[config.mk]
export PLATFORM = sky130hd
export DESIGN_NAME = dpram_fifo_ctrl
export DESIGN_NICKNAME = d
export VERILOG_FILES = /design/src/rtl/dpram_fifo_ctrl.sv
export SDC_FILE = /design/constraint.sdc
export NUM_CORES = 1
export LEC_CHECK = 0
export ABC_AREA = 1
export CAP_MARGIN = 20
export CORE_UTILIZATION = 44
export CTS_CLUSTER_SIZE = 14
export DETAILED_ROUTE_END_ITERATION = 10
export DONT_BUFFER_PORTS = 1
export PLACE_DENSITY_LB_ADDON = 0.12
export RECOVER_POWER = 50
export SLEW_MARGIN = 40
export SYNTH_ARGS = -nofsm -noshare
export SYNTH_HDL_FRONTEND = slang
export SYNTH_SLANG_ARGS = --single-unit
export TNS_END_PERCENT = 10
[constraint.sdc]
create_clock -name clk -period 5.4 [get_ports clk]
set_clock_uncertainty 0.2 [all_clocks]
set_input_delay 1.08 -clock clk [delete_from_list [all_inputs] [get_ports clk]]
set_output_delay 1.08 -clock clk [all_outputs]
set_load 0.005 [all_outputs]
[src/rtl/dpram_fifo_ctrl.sv]
// First-word-fall-through stream FIFO controller driving a dual-port RAM (A = write, B = read).
// Latency: write at cycle t is visible on rd_valid/rd_data at t+3; 1 word/cycle sustained both sides.
// Backpressure: wr_ready drops when RAM holds WORDS words; rd_ready low stalls reads and fills the 2-entry output buffer.
// Optional high-water mark output (hwm, hwm_clr) enabled by defining DPRAM_FIFO_CTRL_HWM_EN.
module dpram_fifo_ctrl #(
    parameter int DEPTH = 10,
    parameter int WIDTH = 32,
    parameter int WORDS = 1024
) (
    input  logic             clk,
    input  logic             reset,
    input  logic             wr_valid,
    output logic             wr_ready,
    input  logic [WIDTH-1:0] wr_data,
    output logic             rd_valid,
    input  logic             rd_ready,
    output logic [WIDTH-1:0] rd_data,
    output logic [31:0]      count,
    output logic             ram_we,
    output logic             ram_oe,
    output logic [31:0]      ram_address,
    output logic [WIDTH-1:0] ram_din,
    output logic             ram_we_b,
    output logic             ram_oe_b,
    output logic [31:0]      ram_address_b,
    input  logic [WIDTH-1:0] ram_dout_b
`ifdef DPRAM_FIFO_CTRL_HWM_EN
    ,
    input  logic             hwm_clr,
    output logic [31:0]      hwm
`endif
);

    localparam logic [DEPTH-1:0] LAST    = DEPTH'(WORDS - 1);
    localparam logic [31:0]      WORDS_W = 32'(WORDS);

    logic [DEPTH-1:0] wptr;
    logic [DEPTH-1:0] rptr;
    logic [31:0]      ram_cnt;
    logic             inflight;
    logic [1:0]       buf_cnt;
    logic [WIDTH-1:0] buf0;
    logic [WIDTH-1:0] buf1;

    logic             wr_fire;
    logic             pop;
    logic             issue;
    logic [1:0]       kept;

    assign wr_ready = reset && (ram_cnt < WORDS_W);
    assign wr_fire  = wr_valid && wr_ready;
    assign rd_valid = (buf_cnt != 2'd0);
    assign pop      = rd_valid && rd_ready;
    assign kept     = buf_cnt - {1'b0, pop};
    // Issue only if the buffer can still take the word when it returns next cycle.
    assign issue    = reset && (ram_cnt != 32'd0) && ((kept + {1'b0, inflight}) < 2'd2);

    assign rd_data       = buf0;
    assign count         = ram_cnt + 32'(inflight) + 32'(buf_cnt);
    assign ram_we        = wr_fire;
    assign ram_oe        = 1'b0;
    assign ram_address   = 32'(wptr);
    assign ram_din       = wr_data;
    assign ram_we_b      = 1'b0;
    assign ram_oe_b      = issue;
    assign ram_address_b = 32'(rptr);

    always_ff @(posedge clk or negedge reset) begin
        if (!reset) begin
            wptr     <= '0;
            rptr     <= '0;
            ram_cnt  <= 32'd0;
            inflight <= 1'b0;
            buf_cnt  <= 2'd0;
        end else begin
            if (wr_fire) wptr <= (wptr == LAST) ? '0 : wptr + 1'b1;
            if (issue)   rptr <= (rptr == LAST) ? '0 : rptr + 1'b1;
            ram_cnt  <= ram_cnt + 32'(wr_fire) - 32'(issue);
            inflight <= issue;
            buf_cnt  <= kept + {1'b0, inflight};
        end
    end

    // Head register only changes on a shift or a returning word, so it holds its value when empty.
    always_ff @(posedge clk or negedge reset) begin
        if (!reset) begin
            buf0 <= '0;
            buf1 <= '0;
        end else begin
            if (pop && (buf_cnt == 2'd2)) buf0 <= buf1;
            if (inflight) begin
                if (kept == 2'd0) buf0 <= ram_dout_b;
                else              buf1 <= ram_dout_b;
            end
        end
    end

`ifdef DPRAM_FIFO_CTRL_HWM_EN
    always_ff @(posedge clk or negedge reset) begin
        if (!reset)           hwm <= 32'd0;
        else if (hwm_clr)     hwm <= 32'd0;
        else if (count > hwm) hwm <= count;
    end
`endif

endmodule

==> summary.md, run 1 <==
| Metric | Value |
|---|---|
| Cell area after layout | `9643 µm²` |
| Max Clk Rate | `approximately 0.23 GHz` |
| Final Worst Setup Slack | `1.062 ns` |
| Reg-to-reg startpoint | `ram_cnt[24]` |
| Detailed router's first-iteration violation count | `~380` |
| Setup Crit Path Kind | `input port to flip-flop` |
| Largest cells by area after synthesis | `dfrtp_1 32%, nand2_1 13%, ha_1 11%, inv_1 8.6%, buf_4 6.3%` |
| Die width | `around 150 µm` |
| Post-synth cell types | `37` |
| Final std cells w/o fill | `1480` |
| Max Cap Viol | `2` |
| Critical Path Start Type | `input port` |
| 1st-pass router iterations | `5` |
| Post-DP HPWL | `17200 µm` |
| Setup violations, final | `0` |
| Nets@finish | `1350` |
| I/O Buffers | `0` |
| Lkg Pwr | `0.005220 µW` |
| Routed len/inst | `about 15 µm` |
| Ant diodes | `0` |
| Clk slew on worst S/H paths | `0.06 ns` |
| Antenna Nets Post-Route | `0` |
| PostCTS Resize Cnt | `0` |
| Reg2Reg Setup Slack | `1.11 ns` |
| Outcome | `finished, violations left` |
| Max H-tree Level | `4` |
| Sum Neg Setup Slack | `0 ns` |
| Fin crit period | `4.338 ns` |
| Clk root buf | `clkbuf_16` |
| Clock Latency Late Sink | `0.42 ns` |
| Post-Route WL | `22520 µm` |
| WP data arrival | `4.45 ns` |
| Vias/cell | `around 4.8` |
| Power Total | `6978 µW` |
| FFs w/ async S/R, synth | `1.000` |
| Post-Syn Instances | `1231` |
| Via Count | `7086` |
| Period utilization | `0.8034` |
| GP Congestion | `0.9012` |
| Area grow syn2layout | `4.488%` |
| CTS buffer count | `17` |
| Max-slew headroom | `-0.6666` |
| Top cell type's share of synthesized area | `0.3227` |
| Cell accounting for the most synthesized area | `dfrtp_1` |
| Placed cell area | `9051 µm²` |
| Area of the mapped netlist | `between 9000 and 10000 µm²` |
| Total GRT Usage | `0.2144` |
| Die H | `~150 µm` |
| CTS tree | `yes` |
| GR Overflow Total | `0` |
| Worst Tran Pin Value | `between 2 and 2.5 ns` |
| Core ar. | `20430 µm²` |
| Pwr dens | `723.6 nW/µm²` |
| Avg Cell Area, Syn | `7.497 µm²` |
| Commonest non-fill, non-tap cells in the layout | `326 x nand2_1, 212 x inv_1, 119 x dfrtp_1` |
| Antenna violations before repair | `0` |
| CTS Sinks | `119` |
| Cts hold-fix bufs | `0` |
| DRC Markers | `0` |
| Std cell rows | `52` |
| Die area | `21560 µm²` |
| Fin. Hold Viols | `0` |
| CP required | `5.51 ns` |
| Post-synthesis sequential area ratio | `0.3227` |
| Post-CTS Setup Bufs | `0` |
| Most common cell after layout, fill and taps aside | `nand2_1` |
| Top_reg_cell synth | `dfrtp_1` |
| Clk buf depth | `2` |
| Initial core utilization | `0.4517` |
| Worst Hold Class | `input port to async pin` |
| CP Max Fanout | `21` |
| Placed cells | `between 1k and 1.5k` |
| CP endpoint kind | `flip-flop` |
| Reg-to-reg endpoint | `ram_cnt[30]` |
| I/O pins | `234` |
| Layout cell share with drive strength beyond 1 | `0.06364` |
| Vias in the first global route | `between 6k and 7k` |
| Placement-stage worst setup slack | `0.6141 ns` |
| Largest net degree at the start of global routing | `122` |
| Maximum vdd ir drop | `between 0.2 and 0.25 mV` |
| Number of synthesized register bits | `around 120` |
| Number of synthesis warnings | `0` |
| Reg2Reg Depth | `22` |
| Number of synthesized flops with an enable pin | `0` |
| Failing checks | `max-capacitance violations, max-slew violations` |
| Final Max Tran Viols | `~110` |
| Unrepaired setup endpoints after global routing | `no` |
| First-pass GRT wire length | `roughly 36000 µm` |
-- cell type report --
type,count,area [µm²]
repair buffers,4,26.28
multi-input cells,842,4867
flip-flops and latches,119,2978
clock inverters,14,200.2
clock buffers,18,429.2
inverters,213,804.5
well taps,270,337.8
fillers,2096,10790
-- report_power, final --
group	total (µW)	switching, µW	internal, µW
Clock	1220	441	776
Sequential	1810	449	1360
Combinational	3950	2510	1440
Total	6980	3400	3570
-- synth_stat cells, types with 11 or more instances --
master and n:
inv_1 212, dfrtp_1 119, o21ai_0 36, nor3_1 11, nand3_1 49, nor2_1 92, a21oi_1 18, nand2_1 325
ha_1 82, buf_4 78, xor2_1 51, a31oi_1 19, nand4_1 33, clkbuf_1 14, o211ai_1 13
-- routing by layer --
metal,vias up,wire length [µm],track usage
li1,3657,-,-
met1,3229,10180,0.2814
met2,170,10710,0.3512
met3,30,1251,0.04752
met4,0,376,0.06563
met5,-,0,0
-- stage by stage --
stage	hold WS [ns]	utilization
after floorplan	0.2535	-
after global placement	0.2680	0.4430
after detailed placement	0.2779	0.4430
after CTS	0.1438	0.4738
after global routing	0.1335	0.4720
final	0.1549	0.4720
-- sequential cells by signal, indices dropped and copies added, names as in the netlist --
name	count
buf_cnt	2
ram_cnt	32
wptr	10
inflight	1
buf1	32
rptr	10
rd_data	32
-- worst max path at each step --
stage,from,endpoint,slack [ns],cells after the start
2_1_floorplan,rd_ready,ram_cnt[30],1.02,25
4_1_cts,buf_cnt[0],count[30],1.04,13
6_report,rd_ready,ram_cnt[30],1.06,23
3_5_place_dp,rd_ready,ram_cnt[30],0.61,23
5_1_grt,rd_ready,ram_cnt[22],0.76,23
3_3_place_gp,rd_ready,ram_cnt[30],0.71,23
-- cells by family (layout without fill, tap and decap cells) --
group                    after synthesis  after routing  synth area share
flip-flops                           119            119            0.3227
AO/OA/AOI/OAI                        105            105           0.06955
adder cells (fa/ha/maj)               85             85            0.1177
AND/OR/NAND/NOR                      529            529            0.2394
XOR/XNOR                              58             58           0.05789
other                                  1             46         0.0004063
buffers and inverters                315            249            0.1651
multiplexers                          19             19           0.02725
-- worst max-delay path, cell delays in order --
cell and delay (ns):
o21a_1 0.09, ha_1 0.33, inv_1 0.06, ha_1 0.18
xnor2_1 0.22, nor2_2 0.06, nand2_2 0.37, clkinv_4 0.12
ha_1 0.32, inv_1 0.07, ha_1 0.20, inv_1 0.07
fa_1 0.39, inv_1 0.07, nand2_1 0.04, nand2_1 0.13
nand3_1 0.08, nand2_1 0.12, nand2_1 0.06, nand3_1 0.15
nand2_1 0.10, nand3_1 0.09, nand2_1 0.05
Power figures use the tool's default switching activity.
==> run 2: changes to the inputs <==
==> constraint.sdc (replaced) <==
create_clock -name clk -period 4.5 [get_ports clk]
set_clock_uncertainty 0.2 [all_clocks]
set_input_delay 0.9 -clock clk [delete_from_list [all_inputs] [get_ports clk]]
set_output_delay 0.9 -clock clk [all_outputs]
set_load 0.005 [all_outputs]
==> run 2 against run 1 <==
Net effect:
- the run still ends with max-capacitance violations, max-slew violations left
- register-to-register slack got worse by 0.43 ns
- critical path depth fell by 11
- power rose by 21%
- design area rose by 0.69%
- non-clock buffer count rose by 7
- die area did not move
- wire length rose by 0.86%
- first-iteration DRC count rose by 28%
- highest routed layer unchanged
==> summary.md, run 2 (synthesis results as in run 1) <==
| Metric | Value |
|---|---|
| Outcome | `finished, violations left` |
| Failing checks | `max-capacitance violations, max-slew violations` |
| Max Clk Rate | `0.2451 GHz` |
| Maximum vdd ir drop | `0.2836 mV` |
| Total GRT Usage | `0.2182` |
| CP required | `~3.4 ns` |
| Fin. Hold Viols | `0` |
| Setup Crit Path Kind | `flip-flop to primary output` |
| Clk slew on worst S/H paths | `0.06 ns` |
| WP data arrival | `2.98 ns` |
| Final Max Tran Viols | `120` |
| Worst-path cell chain | `inv_1 -> fa_1 -> inv_1 -> fa_1 -> nand2_1 -> nor2_2 -> nand2_1 -> inv_1 -> nand3_2 -> nor2_2 -> nand3_1 -> xor2_1` |
| Worst Tran Pin Value | `~3.1 ns` |
| Vias/cell | `4.791` |
| Std cell rows | `52` |
| GP Congestion | `0.8815` |
| Fin crit period | `4.080 ns` |
| Multi-input gate area | `approximately 4900 µm²` |
| Routed len/inst | `15.27 µm` |
| Sequential standard cell area | `2978 µm²` |
| Setup violations, final | `0` |
| Worst path most repeated cell | `inv_1` |
| Post-DP HPWL | `17260 µm` |
| Period utilization | `0.9067` |
| GR Overflow Total | `0` |
| Max H-tree Level | `4` |
| Vias in the first global route | `6848` |
| Reg2Reg Setup Slack | `0.68 ns` |
| CP Buf/Inv Count | `3` |
| Layout cell share with drive strength beyond 1 | `0.07149` |
| Most common cell after layout, fill and taps aside | `nand2_1` |
| Nets@finish | `1357` |
| I/O pins | `between 200 and 250` |
| CTS Sinks | `between 100 and 150` |
| Reg2Reg Depth | `23` |
| Hold endpoint | `buf1[15]` |
| Hold depth | `2` |
| Via Count | `7124` |
| Max-slew headroom | `-1.095` |
| Detailed router's first-iteration violation count | `482` |
| First-pass GRT wire length | `~37000 µm` |
| Die width | `146.8 µm` |
| 1st-pass router iterations | `5` |
| Initial core utilization | `0.4517` |
| Crit-path max cell delay | `0.45 ns` |
| Lkg Pwr | `0.005270 µW` |
| Final hold slack | `0.2889 ns` |
| Core ar. | `20430 µm²` |
| Die H | `approximately 150 µm` |
| Pwr dens | `867.1 nW/µm²` |
| Slowest stage cell, crit path | `dfrtp_1` |
| Largest net degree at the start of global routing | `120` |
| CP Max Fanout | `4` |
| I/O Buffers | `0` |
| Post-Route WL | `roughly 23000 µm` |
| Placement-stage worst setup slack | `0.2765 ns` |
| Ant diodes | `0` |
| DRC Markers | `0` |
| Fillcell total | `between 2k and 2.5k` |
| Antenna violations before repair | `0` |
| PostCTS Resize Cnt | `0` |
| Final Worst Setup Slack | `about 0.42 ns` |
| Sum Neg Setup Slack | `0 ns` |
| Worst Hold Class | `flip-flop to flip-flop` |
| Die area | `21560 µm²` |
| Crit path depth | `12` |
| CTS buffer count | `17` |
| Clk buf depth | `2` |
| CP delay by family, top | `simple AND/OR/NAND/NOR gates` |
| Commonest non-fill, non-tap cells in the layout | `326 x nand2_1, 212 x inv_1, 119 x dfrtp_1` |
| Antenna Nets Post-Route | `0` |
| Clock Latency Late Sink | `0.42 ns` |
| Reg-to-reg startpoint | `buf_cnt[0]` |
| Reg-to-reg endpoint | `ram_cnt[30]` |
| Area grow syn2layout | `5.206%` |
| Max Cap Viol | `1` |
| Hold path startpoint | `buf1[15]` |
| CP endpoint kind | `primary output` |
| Clk root buf | `clkbuf_16` |
| CTS tree | `yes` |
| Unrepaired setup endpoints after global routing | `no` |
| Critical Path Start Type | `flip-flop` |
==> run 2: cell count changes in the layout (fill, tap and decap cells not counted) <==
cell	previous run	this run
buf_4	3	10
bufinv_16	4	3
clkbuf_1	2	0
clkbuf_2	0	1
clkinvlp_4	3	1
inv_6	2	5
inv_8	0	1
nand2_2	3	2
nand2_4	0	1
xnor2_1	7	6
xnor2_4	0	1
==> run 2: worst max path at each step <==
stage / start / to / slack, ns
after floorplan: rd_ready / ram_cnt[30] / 0.30
after global placement: rd_ready / ram_cnt[30] / 0.34
after detailed placement: rd_ready / ram_cnt[30] / 0.28
after CTS: inflight / count[30] / 0.39
after global routing: inflight / count[30] / 0.18
final: inflight / count[30] / 0.42
==> run 2: layout make-up <==
type / count / area share
Clock buffer: 17 / 0.04381
Sequential cell: 119 / 0.3067
Clock inverter: 15 / 0.01985
Multi-Input combinational cell: 842 / 0.5037
Tap cell: 270 / 0.03479
Timing Repair Buffer: 11 / 0.008247
Inverter: 213 / 0.08286
==> run 2: stage by stage <==
stage / power (µW) / instances / instance area (µm²) / utilization
3_3_place_gp: 6937 / 1454 / 9096 / 0.4452
6_report: 8419 / 1487 / 9709 / 0.4753
5_1_grt: 9272 / 1487 / 9709 / 0.4753
3_5_place_dp: 6974 / 1454 / 9096 / 0.4452
4_1_cts: 8486 / 1487 / 9742 / 0.4769
2_1_floorplan: 5810 / 1276 / 9398 / -
==> run 2: worst register-to-register path, delay by kind of cell (launching register included) <==
kind	cells	cell delay [ns]
AO/OA/AOI/OAI	1	0.19
buffers and inverters	5	0.35
XOR/XNOR	1	0.22
AND/OR/NAND/NOR	11	1.02
flip-flops	1	0.39
adder cells (fa/ha/maj)	5	1.38
==> run 2: what timing repair did <==
item	CTS	global route
hold buffers	1	0
buffers inserted	0	0
endpoints found under the hold margin	119	0
==> run 2: report_power, final <==
| group | internal [µW] | switching, µW |
|---|---|---|
| Combinational | 1750 | 3080 |
| Clock | 886 | 560 |
| Sequential | 1630 | 518 |
| Total | 4260 | 4160 |
==> run 2: per-layer routing <==
metal / global-route usage / share of wire
met3: 0.04410 / 0.052
met5: 0 / 0
met4: 0.08698 / 0.028
met1: 0.2871 / 0.45
met2: 0.3505 / 0.46
==> run 3: changes to the inputs <==
--- a/config.mk
+++ b/config.mk
@@ -10,7 +10,6 @@
 export CORE_UTILIZATION = 44
 export CTS_CLUSTER_SIZE = 14
 export DETAILED_ROUTE_END_ITERATION = 10
-export DONT_BUFFER_PORTS = 1
 export PLACE_DENSITY_LB_ADDON = 0.12
 export RECOVER_POWER = 50
 export SLEW_MARGIN = 40
==> run 3 against run 2 <==
Net effect:
- the run now ends clean
- worst hold slack hardly changed
- sequential cell count is the same
- utilization rose by 6.2 points
- register-to-register slack worse by 0.13 ns
- cell count grew 8.7%
- sequential share of layout area fell by 3.5 points
- global-route usage up 0.32 points
- highest routed layer unchanged
==> summary.md, run 3 (synthesis results as in run 1) <==
| Metric | Value |
|---|---|
| Fillcell total | `approximately 2k` |
| Area grow syn2layout | `18.93%` |
| WP data arrival | `3.13 ns` |
| Antenna violations before repair | `0` |
| CTS buffer count | `17` |
| Pwr dens | `about 830 nW/µm²` |
| Ant diodes | `0` |
| Layout cell share with drive strength beyond 1 | `0.06978` |
| Vias in the first global route | `roughly 7.3k` |
| Die area | `~22000 µm²` |
| Period utilization | `0.9411` |
| I/O Buffers | `123` |
| Worst Tran Pin Value | `1.443 ns` |
| GP Congestion | `0.8682` |
| 1st-pass router iterations | `6` |
| Max H-tree Level | `4` |
| Post-DP HPWL | `17800 µm` |
| Std cell rows | `52` |
| Clock Latency Late Sink | `0.42 ns` |
| Unrepaired setup endpoints after global routing | `no` |
| Most common cell after layout, fill and taps aside | `nand2_1` |
| CP endpoint kind | `primary output` |
| Detailed router's first-iteration violation count | `~500` |
| Cts hold-fix bufs | `0` |
| Vias/cell | `4.745` |
| Core ar. | `20430 µm²` |
| Clk slew on worst S/H paths | `about 0.06 ns` |
| GR Overflow Total | `0` |
| Setup violations, final | `0` |
| Max Clk Rate | `0.2361 GHz` |
| First-pass GRT wire length | `approximately 37000 µm` |
| Critical Path Start Type | `flip-flop` |
| Power Total | `9131 µW` |
| I/O pins | `between 200 and 250` |
| Max Cap Viol | `0` |
| Die width | `around 150 µm` |
| Initial core utilization | `0.4517` |
| Fin. Hold Viols | `0` |
| Via Count | `roughly 7.7k` |
| Antenna Nets Post-Route | `0` |
| CP required | `3.40 ns` |
| Setup Crit Path Kind | `flip-flop to primary output` |
| Commonest non-fill, non-tap cells in the layout | `324 x nand2_1, 212 x inv_1, 118 x dfrtp_1` |
| Lkg Pwr | `0.005766 µW` |
| CP Max Fanout | `10` |
| Die H | `between 100 and 150 µm` |
| CTS tree | `yes` |
| Utilization after layout | `0.5372` |
| Fin crit period | `4.235 ns` |
| Outcome | `finished, final reports clean` |
| Largest net degree at the start of global routing | `60` |
| Nets@finish | `1487` |
| Routed len/inst | `approximately 14 µm` |
| DRC Markers | `0` |
| Post-Route WL | `22970 µm` |
| Worst Hold Class | `flip-flop to flip-flop` |
| Max-slew headroom | `0.03826` |
| Clk buf depth | `2` |
| Total GRT Usage | `0.2214` |
| Clk root buf | `clkbuf_16` |
| CTS Sinks | `119` |
| Maximum vdd ir drop | `0.3662 mV` |
| Final Max Tran Viols | `0` |
run 3: cell count changes in the layout (fill, tap and decap cells not counted), sizes merged:
cell,change
buf,+5
bufinv,-1
clkbuf,+4
clkdlybuf4s50,+106
clkinv,-2
clkinvlp,+1
dlygate4sd3,+16
inv,+1
run 3: final cells by class:
cell class	instances	area, µm²	area share
clock buffers	18	429.2	0.03910
clock inverters	14	165.2	0.01505
inverters	213	804.5	0.07330
multi-input cells	842	4896	0.4461
flip-flops and latches	119	2979	0.2714
well taps	270	337.8	0.03078
repair buffers	141	1364	0.1243
run 3: timing repair:
item,in CTS,in global routing
buffers inserted,0,1
endpoints found under the setup margin,3,6
pin swaps,0,0
gates resized for setup,1,2
run 3: path summary, 6_finish.rpt:
| check | startpoint | to | slack (ns) | cells after the start |
|---|---|---|---|---|
| max | buf_cnt[1] | count[17] | 0.27 | 10 |
| min | buf1[10] | buf1[10] | 0.29 | 2 |
| max reg2reg | buf_cnt[1] | ram_cnt[14] | 0.55 | 22 |
| min reg2reg | buf1[10] | buf1[10] | 0.29 | 2 |
| max in group asynchronous | reset | inflight | 1.79 | 2 |
| min in group asynchronous | reset | buf_cnt[1] | 0.35 | 1 |
run 3: metrics by stage:
stage                     instances  setup TNS, ns  hold WS (ns)  instance area [µm²]  worst slack [ns]
final                          1617              0        0.2886                10980            0.2653
after global routing           1617              0        0.3020                10980           0.01073
after CTS                      1616              0        0.1145                10980           0.02411
after detailed placement       1584        -0.2978        0.2751                10390          -0.07504
after global placement         1584              0        0.2712                10390          0.005066
after floorplan                1276              0        0.2535                 9398            0.3007
run 3: per-layer routing:
| metal | share of wire | track usage |
|---|---|---|
| met1 | 0.46 | 0.3034 |
| met2 | 0.46 | 0.3474 |
| met3 | 0.052 | 0.03913 |
| met4 | 0.024 | 0.08490 |
| met5 | 0 | 0 |
run 3: power by group:
group	total, µW	leakage, µW	switching (µW)	internal [µW]
Sequential	2100	0.00144	470	1630
Clock	1380	0.000285	548	831
Combinational	5660	0.00404	3220	2430
run 3: critical path, stage by stage (launching register included):
cell and delay, ns:
dfrtp_1 0.59, ha_1 0.39, nand3_1 0.07, nand2_1 0.11, nand2_1 0.11, nor2_2 0.19, nand2_2 0.11, inv_1 0.15
nand3_1 0.10, xor2_1 0.32, clkdlybuf4s50_1 0.57
